$ cat src/rtl/uart_tx_sequencer_if.sv
// Producer-side byte stream plus UART component bus for the Tx sequencer.
// Also carries the flush and level signals.
interface uart_tx_sequencer_if #(
  parameter int unsigned DEPTH = 16
);
  localparam int unsigned LevelW = $clog2(DEPTH) + 1;

  logic              push_valid;
  logic [7:0]        push_data;
  logic              push_ready;
  logic              flush;
  logic [LevelW-1:0] level;
  logic              uart_cs;
  logic              uart_rd;
  logic              uart_wr;
  logic [2:0]        uart_addr;
  logic [7:0]        uart_in_data;
  logic [7:0]        uart_out_data;
  logic              busy;

  modport master (
    output push_valid, push_data, flush, uart_out_data,
    input  push_ready, level, uart_cs, uart_rd, uart_wr, uart_addr, uart_in_data, busy
  );

  modport slave (
    input  push_valid, push_data, flush, uart_out_data,
    output push_ready, level, uart_cs, uart_rd, uart_wr, uart_addr, uart_in_data, busy
  );
endinterface

$ cat src/rtl/uart_tx_sequencer.sv
// Byte FIFO that drains into a bus-attached UART.
// Each byte is written only after polling the control register until the busy bit clears.
module uart_tx_sequencer #(
  parameter int unsigned DEPTH        = 16,
  parameter int unsigned SETUP_CYCLES = 2,
  parameter int unsigned BUSY_BIT     = 0
) (
  input  logic               clock,
  input  logic               reset,
  uart_tx_sequencer_if.slave bus
);

  localparam int unsigned PtrW   = $clog2(DEPTH);
  localparam int unsigned LevelW = PtrW + 1;

  localparam logic [LevelW-1:0] LevelFull = LevelW'(DEPTH);
  localparam logic [3:0]        SetupLast = 4'(SETUP_CYCLES - 1);
  localparam logic [2:0]        BusyIdx   = BUSY_BIT[2:0];
  localparam logic [2:0]        AddrCtrl  = 3'd0;
  localparam logic [2:0]        AddrTx    = 3'd2;

  localparam logic [2:0] StIdle       = 3'd0;
  localparam logic [2:0] StPollSetup  = 3'd1;
  localparam logic [2:0] StPollSample = 3'd2;
  localparam logic [2:0] StWrSetup    = 3'd3;
  localparam logic [2:0] StWrStrobe   = 3'd4;
  localparam logic [2:0] StWrRelease  = 3'd5;

  logic [2:0]        state_q, state_d;
  logic [3:0]        cnt_q, cnt_d;
  logic [PtrW-1:0]   wr_ptr_q, wr_ptr_d;
  logic [PtrW-1:0]   rd_ptr_q, rd_ptr_d;
  logic [LevelW-1:0] level_q, level_d;
  logic [7:0]        data_q;
  logic [7:0]        mem [DEPTH];

  logic push_ok;
  logic pop;

  assign bus.push_ready   = (level_q != LevelFull);
  assign bus.level        = level_q;
  assign bus.uart_in_data = data_q;
  assign bus.busy         = (state_q != StIdle);

  assign push_ok = bus.push_valid && bus.push_ready && !bus.flush;
  // A flushed queue can leave POLL_SAMPLE with nothing to pop; it falls back to idle.
  assign pop     = (state_q == StPollSample) && !bus.uart_out_data[BusyIdx] && (level_q != '0);

  always_comb begin
    wr_ptr_d = wr_ptr_q;
    rd_ptr_d = rd_ptr_q;
    level_d  = level_q;
    if (bus.flush) begin
      wr_ptr_d = '0;
      rd_ptr_d = '0;
      level_d  = '0;
    end else begin
      if (push_ok) wr_ptr_d = wr_ptr_q + PtrW'(1);
      if (pop)     rd_ptr_d = rd_ptr_q + PtrW'(1);
      case ({push_ok, pop})
        2'b10:   level_d = level_q + LevelW'(1);
        2'b01:   level_d = level_q - LevelW'(1);
        default: level_d = level_q;
      endcase
    end
  end

  always_comb begin
    state_d = state_q;
    cnt_d   = cnt_q;
    case (state_q)
      StIdle:       if (level_q != '0) state_d = StPollSetup;
      StPollSetup:  state_d = StPollSample;
      StPollSample: begin
        if (bus.uart_out_data[BusyIdx]) begin
          state_d = StPollSetup;
        end else if (level_q != '0) begin
          state_d = StWrSetup;
          cnt_d   = '0;
        end else begin
          state_d = StIdle;
        end
      end
      StWrSetup: begin
        if (cnt_q == SetupLast) state_d = StWrStrobe;
        else                    cnt_d   = cnt_q + 4'd1;
      end
      StWrStrobe:  state_d = StWrRelease;
      StWrRelease: state_d = (level_q != '0) ? StPollSetup : StIdle;
      default:     state_d = StIdle;
    endcase
  end

  // Strobes decode straight from state so an asynchronous reset releases them immediately.
  always_comb begin
    bus.uart_cs   = 1'b1;
    bus.uart_rd   = 1'b1;
    bus.uart_wr   = 1'b1;
    bus.uart_addr = AddrCtrl;
    case (state_q)
      StPollSetup, StPollSample: begin
        bus.uart_cs = 1'b0;
        bus.uart_rd = 1'b0;
      end
      StWrSetup: begin
        bus.uart_cs   = 1'b0;
        bus.uart_addr = AddrTx;
      end
      StWrStrobe: begin
        bus.uart_cs   = 1'b0;
        bus.uart_wr   = 1'b0;
        bus.uart_addr = AddrTx;
      end
      StWrRelease: bus.uart_addr = AddrTx;
      default: ;
    endcase
  end

  always_ff @(posedge clock or posedge reset) begin
    if (reset) begin
      state_q  <= StIdle;
      cnt_q    <= '0;
      wr_ptr_q <= '0;
      rd_ptr_q <= '0;
      level_q  <= '0;
      data_q   <= '0;
    end else begin
      state_q  <= state_d;
      cnt_q    <= cnt_d;
      wr_ptr_q <= wr_ptr_d;
      rd_ptr_q <= rd_ptr_d;
      level_q  <= level_d;
      if (pop) data_q <= mem[rd_ptr_q];
    end
  end

  always_ff @(posedge clock) begin
    if (push_ok) mem[wr_ptr_q] <= bus.push_data;
  end

endmodule

$ cat src/flat_wrapper.sv
// flat-port wrapper written by rule: the top's interface ports become plain ports
module uart_tx_sequencer_flat 
#(
  parameter int unsigned DEPTH        = 16,
  parameter int unsigned SETUP_CYCLES = 2,
  parameter int unsigned BUSY_BIT     = 0
)
  (clock, reset, bus_push_valid, bus_push_data, bus_flush, bus_uart_out_data, bus_push_ready, bus_level, bus_uart_cs, bus_uart_rd, bus_uart_wr, bus_uart_addr, bus_uart_in_data, bus_busy);
  uart_tx_sequencer_if #(.DEPTH(DEPTH)) bus_i ();
  input  logic clock;
  input  logic reset;
  input wire logic [$bits(bus_i.push_valid)-1:0] bus_push_valid;
  input wire logic [$bits(bus_i.push_data)-1:0] bus_push_data;
  input wire logic [$bits(bus_i.flush)-1:0] bus_flush;
  input wire logic [$bits(bus_i.uart_out_data)-1:0] bus_uart_out_data;
  output wire logic [$bits(bus_i.push_ready)-1:0] bus_push_ready;
  output wire logic [$bits(bus_i.level)-1:0] bus_level;
  output wire logic [$bits(bus_i.uart_cs)-1:0] bus_uart_cs;
  output wire logic [$bits(bus_i.uart_rd)-1:0] bus_uart_rd;
  output wire logic [$bits(bus_i.uart_wr)-1:0] bus_uart_wr;
  output wire logic [$bits(bus_i.uart_addr)-1:0] bus_uart_addr;
  output wire logic [$bits(bus_i.uart_in_data)-1:0] bus_uart_in_data;
  output wire logic [$bits(bus_i.busy)-1:0] bus_busy;
  assign bus_i.push_valid = bus_push_valid;
  assign bus_i.push_data = bus_push_data;
  assign bus_i.flush = bus_flush;
  assign bus_i.uart_out_data = bus_uart_out_data;
  assign bus_push_ready = bus_i.push_ready;
  assign bus_level = bus_i.level;
  assign bus_uart_cs = bus_i.uart_cs;
  assign bus_uart_rd = bus_i.uart_rd;
  assign bus_uart_wr = bus_i.uart_wr;
  assign bus_uart_addr = bus_i.uart_addr;
  assign bus_uart_in_data = bus_i.uart_in_data;
  assign bus_busy = bus_i.busy;
  uart_tx_sequencer #(.DEPTH(DEPTH), .SETUP_CYCLES(SETUP_CYCLES), .BUSY_BIT(BUSY_BIT)) u_core (.clock(clock), .reset(reset), .bus(bus_i));
endmodule
$ cat config.mk
export PLATFORM = sky130hd
export DESIGN_NAME = uart_tx_sequencer_flat
export DESIGN_NICKNAME = d
export VERILOG_FILES = /design/src/rtl/uart_tx_sequencer_if.sv /design/src/rtl/uart_tx_sequencer.sv /design/src/flat_wrapper.sv
export SDC_FILE = /design/constraint.sdc
export NUM_CORES = 1
export LEC_CHECK = 0
export BUFFER_PORTS_ARGS = -buffer_cell sky130_fd_sc_hd__buf_2
export CAP_MARGIN = 40
export CORE_ASPECT_RATIO = 0.6
export CORE_MARGIN = 2
export CORE_UTILIZATION = 60
export DETAILED_ROUTE_END_ITERATION = 10
export PLACE_DENSITY = 0.77
export SLEW_MARGIN = 25
export SYNTH_ARGS = -nofsm -noshare
export SYNTH_HDL_FRONTEND = slang
export SYNTH_SLANG_ARGS = --single-unit
$ cat constraint.sdc
create_clock -name clock -period 4.2 [get_ports clock]
set_input_delay 0.84 -clock clock [delete_from_list [all_inputs] [get_ports clock]]
set_output_delay 0.84 -clock clock [all_outputs]
set_load 0.02 [all_outputs]
==> qor.json, run 1 <==
{
  "logic_synthesis": {
    "synth_sequential_area_ratio": 0.701,
    "synth.yosys.warnings": 0,
    "synth_xor_area_frac": 0.0135,
    "mean_instance_size_in_the_synthesized_netlist_um2": 17.3,
    "post_synth_inst_count": 375,
    "synthMuxAreaShare": 0.138,
    "post_synth_main_area_contributors": "sky130_fd_sc_hd__edfxtp_1, sky130_fd_sc_hd__mux4_2, sky130_fd_sc_hd__dfrtp_1, sky130_fd_sc_hd__mux2i_1, sky130_fd_sc_hd__nor2_1",
    "asyncSetResetFlopFracSynth": 0.179,
    "synth_fa_ha_area_frac": 0.0174,
    "most_common_flop_cell_mapped_by_yosys": "sky130_fd_sc_hd__edfxtp_1",
    "synth_seq_cells": 156,
    "ys_types": 48,
    "synth.top_cell.area_share": 0.593,
    "combinational_family_with_the_most_area_after_synthesis": "multiplexers",
    "synth-compound-area-share": 0.0417,
    "post_synth_and_or_nand_nor_area_fraction": 0.0691,
    "post_synth_top_area_cell": "sky130_fd_sc_hd__edfxtp_1",
    "synth.cell_area_mm2": 0.00648,
    "synth_edf_count": 128
  },
  "critical_path": {
    "crit_path_cell_trace": "or4_4, o21ai_2, nor2_1, xor2_1, ha_1, o31a_1, or4_4, and4b_1, a211o_1",
    "arrival_ps": 3270,
    "worstPathRequired_ps": 4500,
    "crit_path_top_delay_cell": "sky130_fd_sc_hd__or4_4",
    "worstPathMaxFanout": 10,
    "critPathBufInv": 0,
    "crit_top_cell": "sky130_fd_sc_hd__or4_4",
    "timing_worst_setup_path_type": "reg2reg",
    "critical_path.startpoint_type": "register",
    "endpoint_kind": "register",
    "cpLargestDelayFamily": "simple AND/OR/NAND/NOR gates",
    "cpPeakStageDelay_ps": 600
  },
  "global_routing": {
    "grt_start_max_net_pins": 33,
    "grt_first_pass_wirelength_um": 20500,
    "grt_ovf": 0,
    "grt_pass1_vias": 3537,
    "grt_antenna_before_repair": 0,
    "track_usage": 0.245
  },
  "power": {
    "power.static_leakage_nw": 2.66,
    "vdd.ir_drop.worst_mv": 0.338,
    "power_density_mw_per_mm2": 588
  },
  "sta": {
    "final-hold-violation-count": 0,
    "timing.final.setup_violations": 0,
    "whs_ps": 478,
    "finalCriticalPeriod_ps": 2970,
    "period_share": 0.708,
    "slew_headroom": 0.468,
    "fin_skew_ps": 9.38,
    "setup_repair_after_global_routing_missed_its_margin": "no",
    "tns_ps": 0,
    "max_slew.worst_pin.slew_ps": 797,
    "final-max-slew-violation-count": 0,
    "max_freq_ghz": 0.336
  },
  "cells_and_area": {
    "antennaDiodeCount": 0,
    "utilization_after_layout": 0.715,
    "nNetsFinal": 455,
    "commonest_cells_after_routing_fill_and_taps_aside": "sky130_fd_sc_hd__edfxtp_1, sky130_fd_sc_hd__nor2_1, sky130_fd_sc_hd__mux4_2",
    "finished_layout_cell_area_mm2": 0.00755,
    "commonest_non_fill_non_tap_cell_in_the_layout": "sky130_fd_sc_hd__edfxtp_1",
    "layout-drive-gt1-share": 0.287,
    "synthToLayoutAreaGrowth_pct": 16.5
  },
  "clock_network": {
    "cts_tree": "yes",
    "clock_path_buffers": 2,
    "htreeDepth": 4,
    "postCtsSetupBuffers": 0,
    "cts_buffers": 17,
    "number_of_sinks_driven_by_the_clock_tree": 156,
    "post_cts.resized_instances": 0,
    "cts_hold_repair.buffers": 0,
    "clock-root-buffer": "sky130_fd_sc_hd__clkbuf_16",
    "insertion_delay_ps": 420,
    "cts.reportedPaths.clkPinSlew_ps": 60
  },
  "placed_design": {
    "port_buffers": 31,
    "postPlaceCellArea_mm2": 0.00685,
    "dpl.hpwl_um": 8310,
    "placer_congestion": 0.854
  },
  "drt": {
    "detailroute.via_count": 3545,
    "route.detailed.wl_per_inst_um": 22.9,
    "drt_iter0_drc": 305,
    "postRouteWirelength_um": 13200,
    "ant_nets": 0,
    "viasPerCell": 6.13,
    "post-route-drc-count": 0,
    "drt-pass1-iter-count": 5
  },
  "die": {
    "die_height_um": 84.5,
    "io_pins": 41,
    "die_area_mm2": 0.0117,
    "initial_utilization": 0.614,
    "die_width_um": 138,
    "rows": 29,
    "core-area_mm2": 0.0106
  },
  "job": {
    "timing.max_cap.violations": 0
  },
  "status": {
    "run_status": "finished, final reports clean"
  },
  "min_path": {
    "hold_path.class": "in2async"
  }
}
[cell type report]
type	count	area, um^2
sequential	156	4550
fill	649	3010
multi-input combinational	194	1820
clock buffer	18	429
timing repair buffer	53	328
clock inverter	14	240
tap	139	174
inverter	4	15.0
[synth_stat cells, types with 3 or more instances]
library cell / count
sky130_fd_sc_hd__a21oi_1: 8
sky130_fd_sc_hd__buf_2: 4
sky130_fd_sc_hd__clkbuf_1: 14
sky130_fd_sc_hd__dfrtp_1: 28
sky130_fd_sc_hd__edfxtp_1: 128
sky130_fd_sc_hd__ha_1: 9
sky130_fd_sc_hd__inv_1: 4
sky130_fd_sc_hd__mux2i_1: 16
sky130_fd_sc_hd__mux4_2: 32
sky130_fd_sc_hd__nand2_1: 27
sky130_fd_sc_hd__nand2b_1: 6
sky130_fd_sc_hd__nand3b_1: 3
sky130_fd_sc_hd__nor2_1: 32
sky130_fd_sc_hd__o21ai_0: 5
sky130_fd_sc_hd__o221ai_1: 8
sky130_fd_sc_hd__or3_1: 4
sky130_fd_sc_hd__xnor2_1: 3
sky130_fd_sc_hd__xor2_1: 7
[worst reg2reg max path, stage by stage, from the launching register on]
cell,delay [ps]
sky130_fd_sc_hd__dfrtp_1,490
sky130_fd_sc_hd__or4_4,600
sky130_fd_sc_hd__o21ai_2,150
sky130_fd_sc_hd__nor2_1,90
sky130_fd_sc_hd__xor2_1,160
sky130_fd_sc_hd__ha_1,230
sky130_fd_sc_hd__o31a_1,240
sky130_fd_sc_hd__or4_4,420
sky130_fd_sc_hd__and4b_1,210
sky130_fd_sc_hd__a211o_1,260
[cell families (layout without fill, tap and decap cells)]
kind of cell / Yosys count / after routing
DFF: 156 / 156
and+or+nand+nor: 88 / 88
muxes: 49 / 49
AOI/OAI and AO/OA: 36 / 36
buffers and inverters: 26 / 89
xor gates and xnor gates: 10 / 10
adders and majority gates: 9 / 9
other: 1 / 2
[layer usage]
metal  wire, um  GRT usage  up-vias  part of all wire
met5          0          0        -                 0
met4        187      0.109        0             0.014
met3       1200     0.0696       17             0.091
met2       6240      0.353      140              0.47
met1       5610      0.357     1814              0.42
li1           -          -     1574                 -
[path summary, 6_finish.rpt]
path / startpoint / end / slack [ps] / cells after the start
max: u_core.bus.level[1] / u_core.bus.level[4] / 1230 / 9
min: reset / u_core.bus.uart_in_data[1] / 480 / 2
max reg2reg: u_core.bus.level[1] / u_core.bus.level[4] / 1230 / 9
min reg2reg: u_core.bus.uart_in_data[1] / u_core.bus.uart_in_data[1] / 500 / 2
max in group asynchronous: reset / u_core.rd_ptr_q[0] / 3010 / 3
min in group clock: u_core.bus.uart_in_data[1] / u_core.bus.uart_in_data[1] / 500 / 2
[sequential cells by signal, summed over array words and instances (netlist names)]
| name | flops |
|---|---|
| u_core.state_q | 3 |
| u_core.cnt_q | 4 |
| u_core.bus.level | 5 |
| u_core.bus.uart_in_data | 8 |
| u_core.wr_ptr_q | 4 |
| u_core.mem | 128 |
| u_core.rd_ptr_q | 4 |
[per-stage QoR]
stage               power, W  worst slack [ps]  std cells
floorplan            0.00250               911        376
global placement     0.00269               928        530
detailed placement   0.00274               900        542
CTS                  0.00447              1250        574
global route         0.00463              1120        578
finish               0.00444              1230        578
[power breakdown]
part | switching, W | internal (W) | total (W)
combinational | 0.000440 | 0.000327 | 0.000767
clock | 0.000601 | 0.00112 | 0.00172
sequential | 0.000170 | 0.00178 | 0.00195
(Power assumes the default switching activity.)
==> run 2: changes to the inputs <==
==> constraint.sdc (replaced) <==
create_clock -name clock -period 2.76 [get_ports clock]
set_input_delay 0.552 -clock clock [delete_from_list [all_inputs] [get_ports clock]]
set_output_delay 0.552 -clock clock [all_outputs]
set_load 0.02 [all_outputs]
==> run 2 against run 1 <==
The flow now finishes with violations (setup timing). Clock power increased by 27%. Sequential cell count unchanged. Non-clock buffer count increased by 24. First-iteration DRC count increased by 37%.
==> qor.json, run 2 (synthesis results as in run 1) <==
{
  "cells_and_area": {
    "antennaDiodeCount": {"value": 0, "change": "unchanged"},
    "layout.area.seq": {"value": 0.00455, "unit": "mm^2", "change": "about the same"},
    "largest_register_ff_count": {"value": 128, "change": "unchanged"},
    "finished_layout_cell_area": {"value": 0.00766, "unit": "mm^2", "change": "+1.4%"},
    "nFillCells": {"value": 637, "change": "-1.8%"},
    "multi_input_comb_area": {"value": 0.00184, "unit": "mm^2", "change": "+1.4%"},
    "synthToLayoutAreaGrowth_pct": 18.1,
    "commonest_non_fill_non_tap_cell_in_the_layout": "sky130_fd_sc_hd__edfxtp_1",
    "nNetsFinal": {"value": 479, "change": "+5.3%"},
    "commonest_cells_after_routing_fill_and_taps_aside": "sky130_fd_sc_hd__edfxtp_1, sky130_fd_sc_hd__buf_4, sky130_fd_sc_hd__mux4_2",
    "top_register": "u_core.mem",
    "instances_no_fill": {"value": 602, "change": "+4.2%"},
    "layout-drive-gt1-share": {"value": 0.324, "change": "+0.0370"},
    "utilization_after_layout": {"value": 0.725, "change": "+0.0102"}
  },
  "critical_path": {
    "arrival": {"value": 3060, "unit": "ps", "change": "-210 ps"},
    "timing_worst_setup_path_type": "reg2reg",
    "worstPathMaxFanout": {"value": 4, "change": "-6"},
    "worstPathRequired": {"value": 3050, "unit": "ps", "change": "-1450 ps"},
    "endpoint_kind": "register",
    "critical_path.startpoint_type": "register"
  },
  "sta": {
    "finalCriticalPeriod": {"value": 2770, "unit": "ps", "change": "-204 ps"},
    "setup_repair_after_global_routing_missed_its_margin": "yes",
    "post-route-worst-setup-slack": {"value": -8.59, "unit": "ps", "change": "-1240 ps"},
    "fin_skew": {"value": 6.26, "unit": "ps", "change": "-3.13 ps"},
    "slew_headroom": {"value": 0.506, "change": "+0.0389"},
    "max_freq": {"value": 0.361, "unit": "GHz", "change": "+7.4%"},
    "final-hold-violation-count": {"value": 0, "change": "unchanged"},
    "period_share": {"value": 1.00, "change": "+0.295"},
    "whs": {"value": 79.1, "unit": "ps", "change": "-399 ps"},
    "final-max-slew-violation-count": {"value": 0, "change": "unchanged"},
    "max_slew.worst_pin.slew": {"value": 739, "unit": "ps", "change": "-58.6 ps"},
    "timing.final.setup_violations": {"value": 1, "change": "+1"}
  },
  "clock_network": {
    "number_of_sinks_driven_by_the_clock_tree": {"value": 156, "change": "unchanged"},
    "post_cts.resized_instances": {"value": 0, "change": "unchanged"},
    "clock_path_buffers": {"value": 2, "change": "unchanged"},
    "cts_tree": "yes",
    "cts_buffers": {"value": 17, "change": "unchanged"},
    "htreeDepth": {"value": 4, "change": "unchanged"},
    "insertion_delay": {"value": 410, "unit": "ps", "change": "about the same"},
    "postCtsSetupBuffers": {"value": 0, "change": "unchanged"},
    "cts_hold_repair.buffers": {"value": 0, "change": "unchanged"},
    "clock-root-buffer": "sky130_fd_sc_hd__clkbuf_16",
    "cts.reportedPaths.clkPinSlew": {"value": 60, "unit": "ps", "change": "about the same"}
  },
  "die": {
    "initial_utilization": {"value": 0.614, "change": "unchanged"},
    "io_pins": {"value": 41, "change": "unchanged"},
    "die_height": {"value": 84.5, "unit": "um", "change": "unchanged"},
    "die_width": {"value": 138, "unit": "um", "change": "unchanged"},
    "rows": {"value": 29, "change": "unchanged"},
    "core-area": {"value": 0.0106, "unit": "mm^2", "change": "unchanged"},
    "die_area": {"value": 0.0117, "unit": "mm^2", "change": "unchanged"}
  },
  "power": {
    "power_density": {"value": 850, "unit": "mW/mm^2", "change": "+45%"},
    "vdd.ir_drop.worst": {"value": 0.534, "unit": "mV", "change": "+58%"},
    "power.static_leakage": {"value": 2.73, "unit": "nW", "change": "+2.7%"}
  },
  "status": {
    "failed_checks": "setup timing",
    "run_status": "finished, violations left"
  },
  "drt": {
    "detailroute.via_count": {"value": 3682, "change": "+3.9%"},
    "drt-pass1-iter-count": {"value": 5, "change": "unchanged"},
    "drt_iter0_drc": {"value": 419, "change": "+37%"},
    "route.detailed.wl_per_inst": {"value": 22.8, "unit": "um", "change": "-0.46%"},
    "post-route-drc-count": {"value": 0, "change": "unchanged"},
    "ant_nets": {"value": 0, "change": "unchanged"},
    "viasPerCell": {"value": 6.12, "change": "-0.28%"},
    "postRouteWirelength": {"value": 13700, "unit": "um", "change": "+3.7%"}
  },
  "placed_design": {
    "placedCellCount": {"value": 570, "change": "+5.2%"},
    "port_buffers": {"value": 31, "change": "unchanged"},
    "placer_congestion": {"value": 0.860, "change": "+0.68%"},
    "postPlaceCellArea": {"value": 0.00709, "unit": "mm^2", "change": "+3.5%"},
    "dpl.hpwl": {"value": 8790, "unit": "um", "change": "+5.7%"},
    "dp_worst_setup_slack": {"value": -35.2, "unit": "ps", "change": "-935 ps"}
  },
  "min_path": {
    "hold_path.class": "in2async"
  },
  "global_routing": {
    "grt_start_max_net_pins": {"value": 23, "change": "-30%"},
    "grt_first_pass_wirelength": {"value": 21800, "unit": "um", "change": "+6.3%"},
    "grt_ovf": {"value": 0, "change": "unchanged"},
    "track_usage": {"value": 0.258, "change": "+0.0127"},
    "grt_antenna_before_repair": {"value": 0, "change": "unchanged"},
    "grt_pass1_vias": {"value": 3786, "change": "+7.0%"}
  },
  "job": {
    "timing.max_cap.violations": {"value": 0, "change": "unchanged"}
  }
}
run 2: cell count changes in the layout (fill, tap and decap cells not counted), sizes merged:
cell	before	now
buf	53	77
bufinv	6	1
clkbuf	18	24
clkinvlp	0	2
inv	7	4
run 2: worst max-delay path, cell delays in order (launching register included):
cell	delay [ps]
sky130_fd_sc_hd__dfrtp_2	400
sky130_fd_sc_hd__or4_4	550
sky130_fd_sc_hd__o21ai_4	180
sky130_fd_sc_hd__nor2_4	60
sky130_fd_sc_hd__xor2_1	150
sky130_fd_sc_hd__ha_2	190
sky130_fd_sc_hd__o31a_1	240
sky130_fd_sc_hd__or4_4	430
sky130_fd_sc_hd__and4b_1	200
sky130_fd_sc_hd__a211o_1	260
run 2: where the power goes:
group	leakage [nW]	total (W)	internal [W]	switching, W
Combinational	0.936	0.00146	0.000619	0.000840
Sequential	1.52	0.00287	0.00271	0.000153
Clock	0.271	0.00218	0.00133	0.000858
run 2: per-layer routing:
layer  track usage  routed length, um
met4        0.0835                164
met1         0.379               6080
met3        0.0502                988
met2         0.400               6490
met5             0                  0
run 2: through the flow:
step	TNS (ps)	power (W)
floorplan	-456	0.00383
global placement	-8.02	0.00426
detailed placement	-35.2	0.00433
CTS	-3.97	0.00652
global route	-76.3	0.00678
finish	-8.59	0.00651
run 2: path summary, 6_finish.rpt:
kind | slack, ps | cells after the start | startpoint | endpoint
worst max-delay path | -9 | 9 | u_core.bus.level[1] | u_core.bus.level[4]
worst min-delay path | 80 | 2 | reset | u_core.cnt_q[1]
worst max register to register | -9 | 9 | u_core.bus.level[1] | u_core.bus.level[4]
worst min register to register | 510 | 2 | u_core.bus.uart_in_data[5] | u_core.bus.uart_in_data[5]
max in group asynchronous | 2250 | 3 | reset | u_core.bus.uart_in_data[7]
min in group clock | 510 | 2 | u_core.bus.uart_in_data[5] | u_core.bus.uart_in_data[5]
run 2: layout make-up:
type	instances	share of cell area
clock buffers	24	0.0642
clock inverters	8	0.00882
inverters	4	0.00196
multi-input cells	194	0.241
flip-flops and latches	156	0.594
well taps	139	0.0227
repair buffers	77	0.0680
